==> src/rtl/bit_serial_adder.sv <==
// ---------------------------------------------------------------------------
// bit_serial_adder
//
// Multi-cycle word adder that resolves one bit per clock, LSB first, through
// a single full-adder slice. A carry register links each bit to the next.
// Acts as a sequential reference for the combinational carry netlist that
// sits downstream of it.
//
// Build option:
//   BIT_SERIAL_ADDER_SUB_EN  adds in_sub; when set on the acceptance edge
//                            the block computes in_a - in_b (out_co=1 means
//                            no borrow). Without the macro: addition only.
//
// Parameters:
//   WIDTH  operand/sum width, 1..64
//   CNT_W  bit-counter width (derived, do not override)
//
// Ports:
//   clk        clock, rising edge
//   rst        asynchronous active-high reset
//   in_valid   operand word offered
//   in_ready   block can accept an operand word (IDLE)
//   in_a/in_b  operands
//   in_ci      carry-in for bit 0
//   in_sub     (optional) subtract request, sampled on acceptance
//   out_valid  result held and valid (DONE)
//   out_ready  consumer accepts result
//   out_sum    sum word
//   out_co     carry-out of bit WIDTH-1
//   busy       high while bits are being resolved (RUN)
//
// Handshake: a transfer happens on a rising edge where valid and ready are
// both high. in_valid may be held while in_ready is low; it is simply not
// seen. out_sum/out_co are held stable for as long as out_valid is high and
// out_ready is low. The three FSM states are fully observable on
// in_ready (IDLE), busy (RUN) and out_valid (DONE).
// ---------------------------------------------------------------------------
module bit_serial_adder #(
    parameter int WIDTH = 8,
    parameter int CNT_W = $clog2(WIDTH) + 1
) (
    input  logic             clk,
    input  logic             rst,
    input  logic             in_valid,
    output logic             in_ready,
    input  logic [WIDTH-1:0] in_a,
    input  logic [WIDTH-1:0] in_b,
    input  logic             in_ci,
`ifdef BIT_SERIAL_ADDER_SUB_EN
    input  logic             in_sub,
`endif
    output logic             out_valid,
    input  logic             out_ready,
    output logic [WIDTH-1:0] out_sum,
    output logic             out_co,
    output logic             busy
);

    typedef enum logic [1:0] {
        IDLE = 2'd0,
        RUN  = 2'd1,
        DONE = 2'd2
    } state_t;

    localparam logic [CNT_W-1:0] LAST_BIT = CNT_W'(WIDTH - 1);

    state_t           state;
    state_t           state_next;
    logic [WIDTH-1:0] a_sr;
    logic [WIDTH-1:0] b_sr;
    logic [WIDTH-1:0] sum_sr;
    logic             carry;
    logic [CNT_W-1:0] count;

    logic             slice_s;
    logic             slice_co;
    logic [WIDTH-1:0] sum_shift;
    logic [WIDTH-1:0] cap_b;
    logic             cap_ci;

    // Operand conditioning at capture. Subtraction is a + ~b + 1.
`ifdef BIT_SERIAL_ADDER_SUB_EN
    assign cap_b  = in_sub ? ~in_b : in_b;
    assign cap_ci = in_sub ? 1'b1  : in_ci;
`else
    assign cap_b  = in_b;
    assign cap_ci = in_ci;
`endif

    // Single full-adder slice plus the sum shift. Built as shift-then-insert
    // so that WIDTH=1 needs no special case.
    always_comb begin
        slice_s   = a_sr[0] ^ b_sr[0] ^ carry;
        slice_co  = (a_sr[0] & b_sr[0]) | (a_sr[0] & carry) | (b_sr[0] & carry);
        sum_shift = sum_sr >> 1;
        sum_shift[WIDTH-1] = slice_s;
    end

    // State register.
    always_ff @(posedge clk or posedge rst) begin
        if (rst) begin
            state <= IDLE;
        end else begin
            state <= state_next;
        end
    end

    // Next-state logic.
    always_comb begin
        state_next = state;
        case (state)
            IDLE: if (in_valid)          state_next = RUN;
            RUN:  if (count == LAST_BIT) state_next = DONE;
            DONE: if (out_ready)         state_next = IDLE;
            default:                     state_next = IDLE;
        endcase
    end

    // Datapath. Operands are only sampled on the acceptance edge, so
    // whatever sits on in_a/in_b at other times never reaches state.
    always_ff @(posedge clk or posedge rst) begin
        if (rst) begin
            a_sr   <= '0;
            b_sr   <= '0;
            sum_sr <= '0;
            carry  <= 1'b0;
            count  <= '0;
        end else begin
            if (state == IDLE && in_valid) begin
                a_sr  <= in_a;
                b_sr  <= cap_b;
                carry <= cap_ci;
                count <= '0;
            end else if (state == RUN) begin
                a_sr   <= a_sr >> 1;
                b_sr   <= b_sr >> 1;
                sum_sr <= sum_shift;
                carry  <= slice_co;
                count  <= count + CNT_W'(1);
            end
        end
    end

    assign in_ready  = (state == IDLE);
    assign busy      = (state == RUN);
    assign out_valid = (state == DONE);
    assign out_sum   = sum_sr;
    assign out_co    = carry;

endmodule

==> config.mk <==
export PLATFORM = sky130hd
export DESIGN_NAME = bit_serial_adder
export DESIGN_NICKNAME = d
export VERILOG_FILES = /design/src/rtl/bit_serial_adder.sv
export SDC_FILE = /design/constraint.sdc
export NUM_CORES = 1
export LEC_CHECK = 0
export CELL_PAD_IN_SITES_DETAIL_PLACEMENT = 1
export CELL_PAD_IN_SITES_GLOBAL_PLACEMENT = 1
export CORE_UTILIZATION = 33
export CTS_CLUSTER_SIZE = 40
export DETAILED_ROUTE_END_ITERATION = 16
export GPL_TIMING_DRIVEN = 0
export PLACE_DENSITY = 0.83
export SYNTH_ARGS = -nofsm -noshare
export SYNTH_HDL_FRONTEND = slang
export SYNTH_SLANG_ARGS = --single-unit
==> constraint.sdc <==
create_clock -name clk -period 1.3 [get_ports clk]
set_input_delay 0.26 -clock clk [delete_from_list [all_inputs] [get_ports clk]]
set_output_delay 0.26 -clock clk [all_outputs]
set_load 0.05 [all_outputs]
Yosys cells after proc, flatten, opt, wreduce, memory -nomap -nowiden
Index checks and enable logic that the tools add are counted.
{ "totals": {"ramBits": 0, "latch_bits": 0, "romBits": 0, "wordCells": 38, "mem_count": 0, "reg_bits": 31} }
{ "op_classes": {"reduce_logical": 5, "n_mux": 12, "n_mul": 0, "add_sub_neg": 1, "n_eq_ne": 6, "n_bitwise": 8, "shift": 0, "order_cmp": 0, "div": 0} }
{ "op_table": {"columns": ["operator", "count"], "rows": [
  ["2-to-1 mux 8 bit", 4],
  ["2-to-1 mux 4 bit", 2],
  ["2-to-1 mux 2 bit", 3],
  ["case mux 2 bit (3 select lines)", 1],
  ["adder 4 x 1 -> 4 bit (second input constant)", 1],
  ["== test 4 x 3 -> 1 bit (second input constant)", 1],
  ["inequality test 2 x 1 -> 1 bit (second input constant)", 2],
  ["bitwise AND 1 bit", 3],
  ["AND reduction 3 bit", 1],
  ["== test 2 x 1 -> 1 bit (second input constant)", 1],
  ["== test 2 bit (second input constant)", 1],
  ["logical NOT 2 bit", 1],
  ["2-to-1 mux 1 bit", 2],
  ["inequality test 2 bit (second input constant)", 1],
  ["bitwise OR 1 bit", 2],
  ["AND reduction 2 bit", 1],
  ["nonzero test 2 bit", 1],
  ["bitwise XOR 1 bit", 2],
  ["logical AND 1 bit", 1],
  ["inverter 1 bit", 1]
]} }

Logic depth before layout (Yosys ltp)
Gate-level depths: netlist (run 1).
{ "depth": {"word_depth": 5, "ltp_mapped": 6, "ltp_nobuf": 4} }

Worst setup path before layout (run 1)
Ideal clock, no wire load.
{ "synth_timing": {"path_kind": "register to output", "from": "register state[0]", "to": "output in_ready", "arrival_ns": 1.136, "path_buffers": 1, "required_time_ns": 1.040, "stages_incl_launch_ff": 3, "slack_ns": -0.096, "cell_sequence": "dfrtp_1 -> buf_6 -> nor2_1"} }
{ "synth_via": {"elab_chain_cells": 1} }
{ "synth_rtl": {"columns": ["item", "line_no", "text"], "rows": [
  ["from (decl)", "67", "state_t state;"],
  ["from (signal assigned)", "104", "state <= state_next;"],
  ["logical NOT 2 bit", "144", "assign in_ready = (state == IDLE);"],
  ["to (decl)", "45", "output logic in_ready,"]
]} }
No other way between the ends.

Worst setup path in the final report (run 1)
{ "layout_timing": {"from": "register state[0]", "to": "output out_valid"} }
{ "layout_via": {"elab_chain_cells": 1} }
{ "layout_rtl": {"columns": ["item", "line_no", "text"], "rows": [
  ["== test 2 bit", "146", "assign out_valid = (state == DONE);"],
  ["to (decl)", "52", "output logic out_valid,"]
]} }
No other way between the ends.

==> impl_metrics.py, run 1 <==
metrics = {
    "route": {
        "route.met3.wl_microns": 168,
        "wl_met1_microns": 1545,
        "drt_iter0_drc": 33,
        "drc_errors": 0,
        "via_per_inst": 4.992,
        "wl_microns": 3841,
        "firstDrtPassIters": 4,
        "ant_nets": 0,
        "post_drt_wl_per_cell_microns": 16.00,
        "met2WireLength_microns": 2067,
        "top_layer": "met4",
        "via_count": 1198,
    },
    "synthesis": {
        "yosys_warnings": 0,
        "synth.most_common_cell": "nand2_1",
        "synth_area_sq_um": 1405,
        "ys_ff_latch": 31,
        "postSynthCellCount": 139,
        "synthTopCellsByArea": "dfrtp_1, nand2_1, a22oi_2",
        "synth-edff-count": 0,
        "syn_area_per_cell_sq_um": 10.11,
        "synthArstFlopShare": 1.000,
        "yosys.area.top_type": "dfrtp_1",
        "synth_cell_types": 22,
        "synthesis.nets": 162,
        "synth_commonest_cells": "nand2_1, dfrtp_1, a22oi_2, a22oi_1",
        "synth_top_area_frac": 0.5521,
        "ys_seq_area_frac": 0.5521,
        "ys.flop_type": "dfrtp_1",
    },
    "place": {
        "port_buffers": 32,
        "hpwl_microns": 2407,
        "place_congestion": 0.7342,
    },
    "global_routing": {
        "grt_pass1_vias": 1280,
        "grt_max_degree": 32,
        "antenna_found_initial": 0,
        "grt_overflow": 0,
        "grt_first_pass_wirelength_microns": 6016,
        "grt_usage": 0.1846,
    },
    "worst_setup_path": {
        "path_class": "flip-flop to output pin",
        "crit_arrival_ps": 1250,
        "start_kind": "flip-flop",
        "crit_slowest_cell": "dfrtp_1",
        "end_kind": "output pin",
        "cp_max_fo": 5,
        "cp_cell_sequence": "buf_6, or2b_1, inv_1, buf_6",
        "required_ps": 1040,
        "cp_common_cell": "buf_6",
        "cpPeakStageDelay_ps": 370,
    },
    "pwr": {
        "finalPower_mw": 4.988,
        "pwr-share-seq": 0.337,
        "p_sw_mw": 2.220,
        "swShare": 0.4451,
        "combPwrFrac": 0.524,
        "p_per_area_nw_per_um2": 2424,
        "p_clk_frac": 0.139,
        "leakagePower_nw": 0.9945,
        "vdd_ir_drop_max_mv": 1.095,
        "p_int_mw": 2.768,
    },
    "clock_tree": {
        "htreeDepth": 2,
        "clockBufferDepth": 2,
        "clk_pin_slew_ps": 60,
        "cts-root-buf": "clkbuf_8",
        "clkLatencyLatePin_ps": 280,
        "cts_inserted_buffers": 5,
        "cts_tree": "built",
        "cts.sinks": 31,
    },
    "die": {
        "initial_core_util": 0.3463,
        "die_h_microns": 67.25,
        "dieArea_sq_um": 4523,
        "die_w_microns": 67.25,
        "core_sq_um": 4058,
        "ios": 33,
        "rows": 23,
    },
    "sta": {
        "worst_clock_skew_ps": 4.195,
        "min_period_over_period": 1.162,
        "finalHoldViolations": 0,
        "setup_slack_ps": -210.6,
        "slew-limit-headroom": 0.5501,
        "fin_crit_ps": 1511,
        "max_freq_mhz": 662.0,
        "finalMaxSlewViolations": 0,
        "tightestPinTransition_ps": 673.4,
        "rsz0062_at_grt": "yes",
        "finalSetupViolations": 24,
    },
    "outcome": {
        "violations": "setup timing",
        "status": "finished, violations left",
    },
    "cells_and_area": {
        "area_delta_synth_final_pct": 46.48,
        "nets": 214,
        "diodes": 0,
        "fin_util": 0.5072,
        "drive_above_1_share": 0.3684,
    },
    "run": {
        "drv_cap": 0,
    },
    "min_path": {
        "hp-class": "input pin to async pin",
    },
}
[per-stage QoR]
step / setup slack [ps] / TNS [ps] / std cells / hold slack, ps / instance area (sq um)
after floorplan: 13.99 / 0 / 139 / 351.1 / 1409
after global placement: -768.5 / -18200 / 221 / 457.1 / 1792
after detailed placement: -793.8 / -21060 / 221 / 462.4 / 1792
after CTS: -201.1 / -3057 / 237 / 445.3 / 1983
after global routing: -243.6 / -3177 / 240 / 479.7 / 2058
final: -210.6 / -2221 / 240 / 420.3 / 2058
[worst max-delay path, delay by kind of cell, from the launching register on]
kind                   cells  cell delay, ps
DFF                        1             370
buffers and inverters      3             360
and+or+nand+nor            1             240
[cell families after synthesis]
family / after synthesis / synth area share
simple gates: 75 / 0.2324
flops: 31 / 0.5521
compound gates: 20 / 0.1371
buf+inv: 10 / 0.04809
fa+ha+maj: 2 / 0.02315
mux: 1 / 0.007124
[worst paths after layout]
path	start	cells past startpoint	slack [ps]	end
setup / recovery	state[0]	4	-210	out_valid
hold / removal	rst	2	420	out_sum[4]
setup reg to reg	state[0]	6	-150	count[2]
hold reg to reg	out_sum[0]	2	470	out_sum[0]
max in group asynchronous	rst	2	460	out_co
min in group clk	out_sum[0]	2	470	out_sum[0]
[routing by layer]
layer / vias up / track usage
met3: 7 / 0.06081
met1: 588 / 0.2201
met4: 0 / 0.04787
met5: - / 0
li1: 564 / -
met2: 39 / 0.3175
[cell type report]
| type | instances | area, sq um |
|---|---|---|
| fillers | 448 | 1999 |
| flip-flops and latches | 31 | 778.2 |
| repair buffers | 46 | 412.9 |
| clock buffers | 6 | 72.57 |
| well taps | 50 | 62.56 |
| plain buffers | 6 | 61.31 |
| multi-input cells | 98 | 648.1 |
| inverters | 3 | 22.52 |
[power groups by stage]
stage               Sequential [mW]  Clock [mW]  Combinational, mW
CTS                            1.66       0.704               2.48
detailed placement             1.68           0               2.22
finish                         1.68       0.693               2.61
global placement               1.64           0               2.11
floorplan                      2.00           0               1.17
global route                   1.73       0.748               2.84
[registers in the layout (all words and copies together) (netlist names)]
| name | count |
|---|---|
| out_sum | 8 |
| state | 2 |
| a_sr | 8 |
| out_co | 1 |
| b_sr | 8 |
| count | 4 |
[repair_timing]
item                       4_1_cts  5_1_grt
hold buffers                     0        0
resized for setup               79       21
gates cloned                     1        0
buffers inserted                10        4
setup endpoints to repair       55       29
pin swaps                        8       13
[layout by cell type (no fill, tap or decap), types with 2 or more instances in the layout]
| master | instances |
|---|---|
| nand2_2 | 3 |
| clkbuf_8 | 5 |
| nand3_2 | 4 |
| o21ai_0 | 2 |
| buf_8 | 2 |
| dfrtp_2 | 2 |
| dfrtp_1 | 29 |
| a22oi_2 | 15 |
| buf_4 | 10 |
| clkdlybuf4s50_1 | 20 |
| buf_2 | 9 |
| buf_6 | 10 |
| nand2_1 | 60 |
Power figures use the tool's default switching activity.
==> run 2, diff against run 1 <==
--- a/config.mk
+++ b/config.mk
@@ -12,6 +12,7 @@
 export DETAILED_ROUTE_END_ITERATION = 16
 export GPL_TIMING_DRIVEN = 0
 export PLACE_DENSITY = 0.83
+export SLEW_MARGIN = 20
 export SYNTH_ARGS = -nofsm -noshare
 export SYNTH_HDL_FRONTEND = slang
 export SYNTH_SLANG_ARGS = --single-unit
==> run 2 against run 1 <==
  * The run still ends with setup timing left
  * Combinational power about the same
  * Sequential power is essentially flat
  * Non-clock buffer count stayed put
  * Flip-flop and latch count unchanged
  * Worst hold slack lost 32 ps
  * Maximum frequency unchanged
  * Critical path type unchanged
  * Largest cell class unchanged
  * Highest routed layer unchanged
==> impl_metrics.py, run 2 (synthesis results as in run 1) <==
metrics = {
    "die": {
        "core_sq_um": 4058,
        "rows": 23,
        "ios": 33,
        "die_h_microns": 67.25,
        "dieArea_sq_um": 4523,
        "die_w_microns": 67.25,
        "initial_core_util": 0.3463,
    },
    "outcome": {
        "status": "finished, violations left",
        "violations": "setup timing",
    },
    "route": {
        "via_per_inst": 4.992,
        "ant_nets": 0,
        "firstDrtPassIters": 4,
        "via_count": 1198,
        "drc_errors": 0,
        "post_drt_wl_per_cell_microns": 16.00,
        "drt_iter0_drc": 33,
        "wl_microns": 3841,
    },
    "sta": {
        "tightestPinTransition_ps": 647.7,
        "worst_clock_skew_ps": 4.195,
        "finalSetupViolations": 24,
        "finalHoldViolations": 0,
        "fin_crit_ps": 1511,
        "finalMaxSlewViolations": 0,
        "min_period_over_period": 1.162,
        "max_freq_mhz": 662.0,
        "slew-limit-headroom": 0.5676,
        "rsz0062_at_grt": "yes",
        "setup_slack_ps": -210.6,
    },
    "clock_tree": {
        "cts_hold_buf": 0,
        "cts-root-buf": "clkbuf_8",
        "cts.sinks": 31,
        "htreeDepth": 2,
        "clockBufferDepth": 2,
        "cts_inserted_buffers": 5,
        "clkLatencyLatePin_ps": 280,
        "clk_pin_slew_ps": 60,
        "cts_tree": "built",
    },
    "min_path": {
        "hp-class": "input pin to async pin",
    },
    "place": {
        "placed_area_sq_um": 1792,
        "port_buffers": 32,
        "dp.cells": 221,
        "place_congestion": 0.7342,
        "hpwl_microns": 2406,
    },
    "worst_setup_path": {
        "cp_max_fo": 5,
        "cp_common_cell": "buf_6",
        "crit_arrival_ps": 1250,
        "end_kind": "output pin",
        "path_class": "flip-flop to output pin",
        "crit_slowest_cell": "dfrtp_1",
        "cpPeakStageDelay_ps": 370,
        "required_ps": 1040,
        "start_kind": "flip-flop",
        "cp_cell_sequence": "buf_6, or2b_1, inv_1, buf_6",
    },
    "global_routing": {
        "grt_max_degree": 32,
        "grt_pass1_vias": 1280,
        "grt_overflow": 0,
        "grt_usage": 0.1846,
        "grt_first_pass_wirelength_microns": 6016,
        "antenna_found_initial": 0,
    },
    "pwr": {
        "vdd_ir_drop_max_mv": 1.095,
        "p_per_area_nw_per_um2": 2428,
        "leakagePower_nw": 0.9986,
    },
    "cells_and_area": {
        "final_common_cell": "nand2_1",
        "layoutNonFillerInstCount": 240,
        "most-common-layout-cells": "nand2_1, dfrtp_1, clkdlybuf4s50_1",
        "diodes": 0,
        "area_delta_synth_final_pct": 46.22,
        "drive_above_1_share": 0.3684,
        "nets": 214,
        "final_area_sq_um": 2054,
    },
    "run": {
        "drv_cap": 0,
    },
}
-- run 2: worst max-delay path, delay by kind of cell, from the launching register on --
kind                   cells  cell delay [ps]
AND/OR/NAND/NOR            1              240
flip-flops                 1              370
buffers and inverters      3              360
-- run 2: routing by layer --
layer	GRT usage	routed length, microns	part of all wire	vias up
li1	-	-	-	564
met1	0.2201	1545	0.40	588
met2	0.3175	2067	0.54	39
met3	0.06081	168	0.044	7
met4	0.04787	60	0.016	0
met5	0	0	0	-
-- run 2: metrics by stage --
step | setup WS (ps) | power [mW] | utilization | hold slack [ps] | TNS [ps]
after floorplan | 13.99 | 3.175 | - | 351.1 | 0
after global placement | -768.5 | 3.746 | 0.4416 | 457.1 | -18200
after detailed placement | -793.8 | 3.893 | 0.4416 | 462.4 | -8544
after CTS | -201.1 | 4.849 | 0.4878 | 414.1 | -3057
after global routing | -243.6 | 5.318 | 0.5063 | 452.4 | -3177
final | -210.6 | 4.987 | 0.5063 | 388.1 | -2221
-- run 2: final timing paths --
kind	start	to	slack, ps	cells after the start
worst max-delay path	state[0]	out_valid	-210	4
worst min-delay path	rst	out_sum[4]	390	2
worst max register to register	state[0]	count[2]	-150	6
worst min register to register	out_sum[0]	out_sum[0]	470	2
max in group asynchronous	rst	out_co	440	2
min in group clk	out_sum[0]	out_sum[0]	470	2
-- run 2: repair_timing --
action | in CTS | in global routing
cloned | 1 | 0
gates resized for setup | 78 | 21
pin swaps | 8 | 13
hold endpoints to repair | 0 | 0
setup endpoints to repair | 24 | 29
setup buffers | 10 | 4
-- run 2: area by class of cell --
type                    count  area, sq um
plain buffers               6        61.31
clock buffers               6        72.57
fillers                   447         2003
inverters                   3        18.77
multi-input cells          98        648.1
flip-flops and latches     31        778.2
well taps                  50        62.56
repair buffers             46        412.9
-- run 2: where the power goes --
group | switching, mW | internal (mW)
registers | 0.315 | 1.37
logic | 1.57 | 1.05
clock network | 0.337 | 0.356
==> run 3, diff against run 2 <==
--- a/config.mk
+++ b/config.mk
@@ -8,7 +8,7 @@
 export CELL_PAD_IN_SITES_DETAIL_PLACEMENT = 1
 export CELL_PAD_IN_SITES_GLOBAL_PLACEMENT = 1
 export CORE_UTILIZATION = 33
-export CTS_CLUSTER_SIZE = 40
+export CTS_CLUSTER_SIZE = 8
 export DETAILED_ROUTE_END_ITERATION = 16
 export GPL_TIMING_DRIVEN = 0
 export PLACE_DENSITY = 0.83
==> results of run 3 <==
The final DEF is identical to that of run 2; final timing and power are the same.
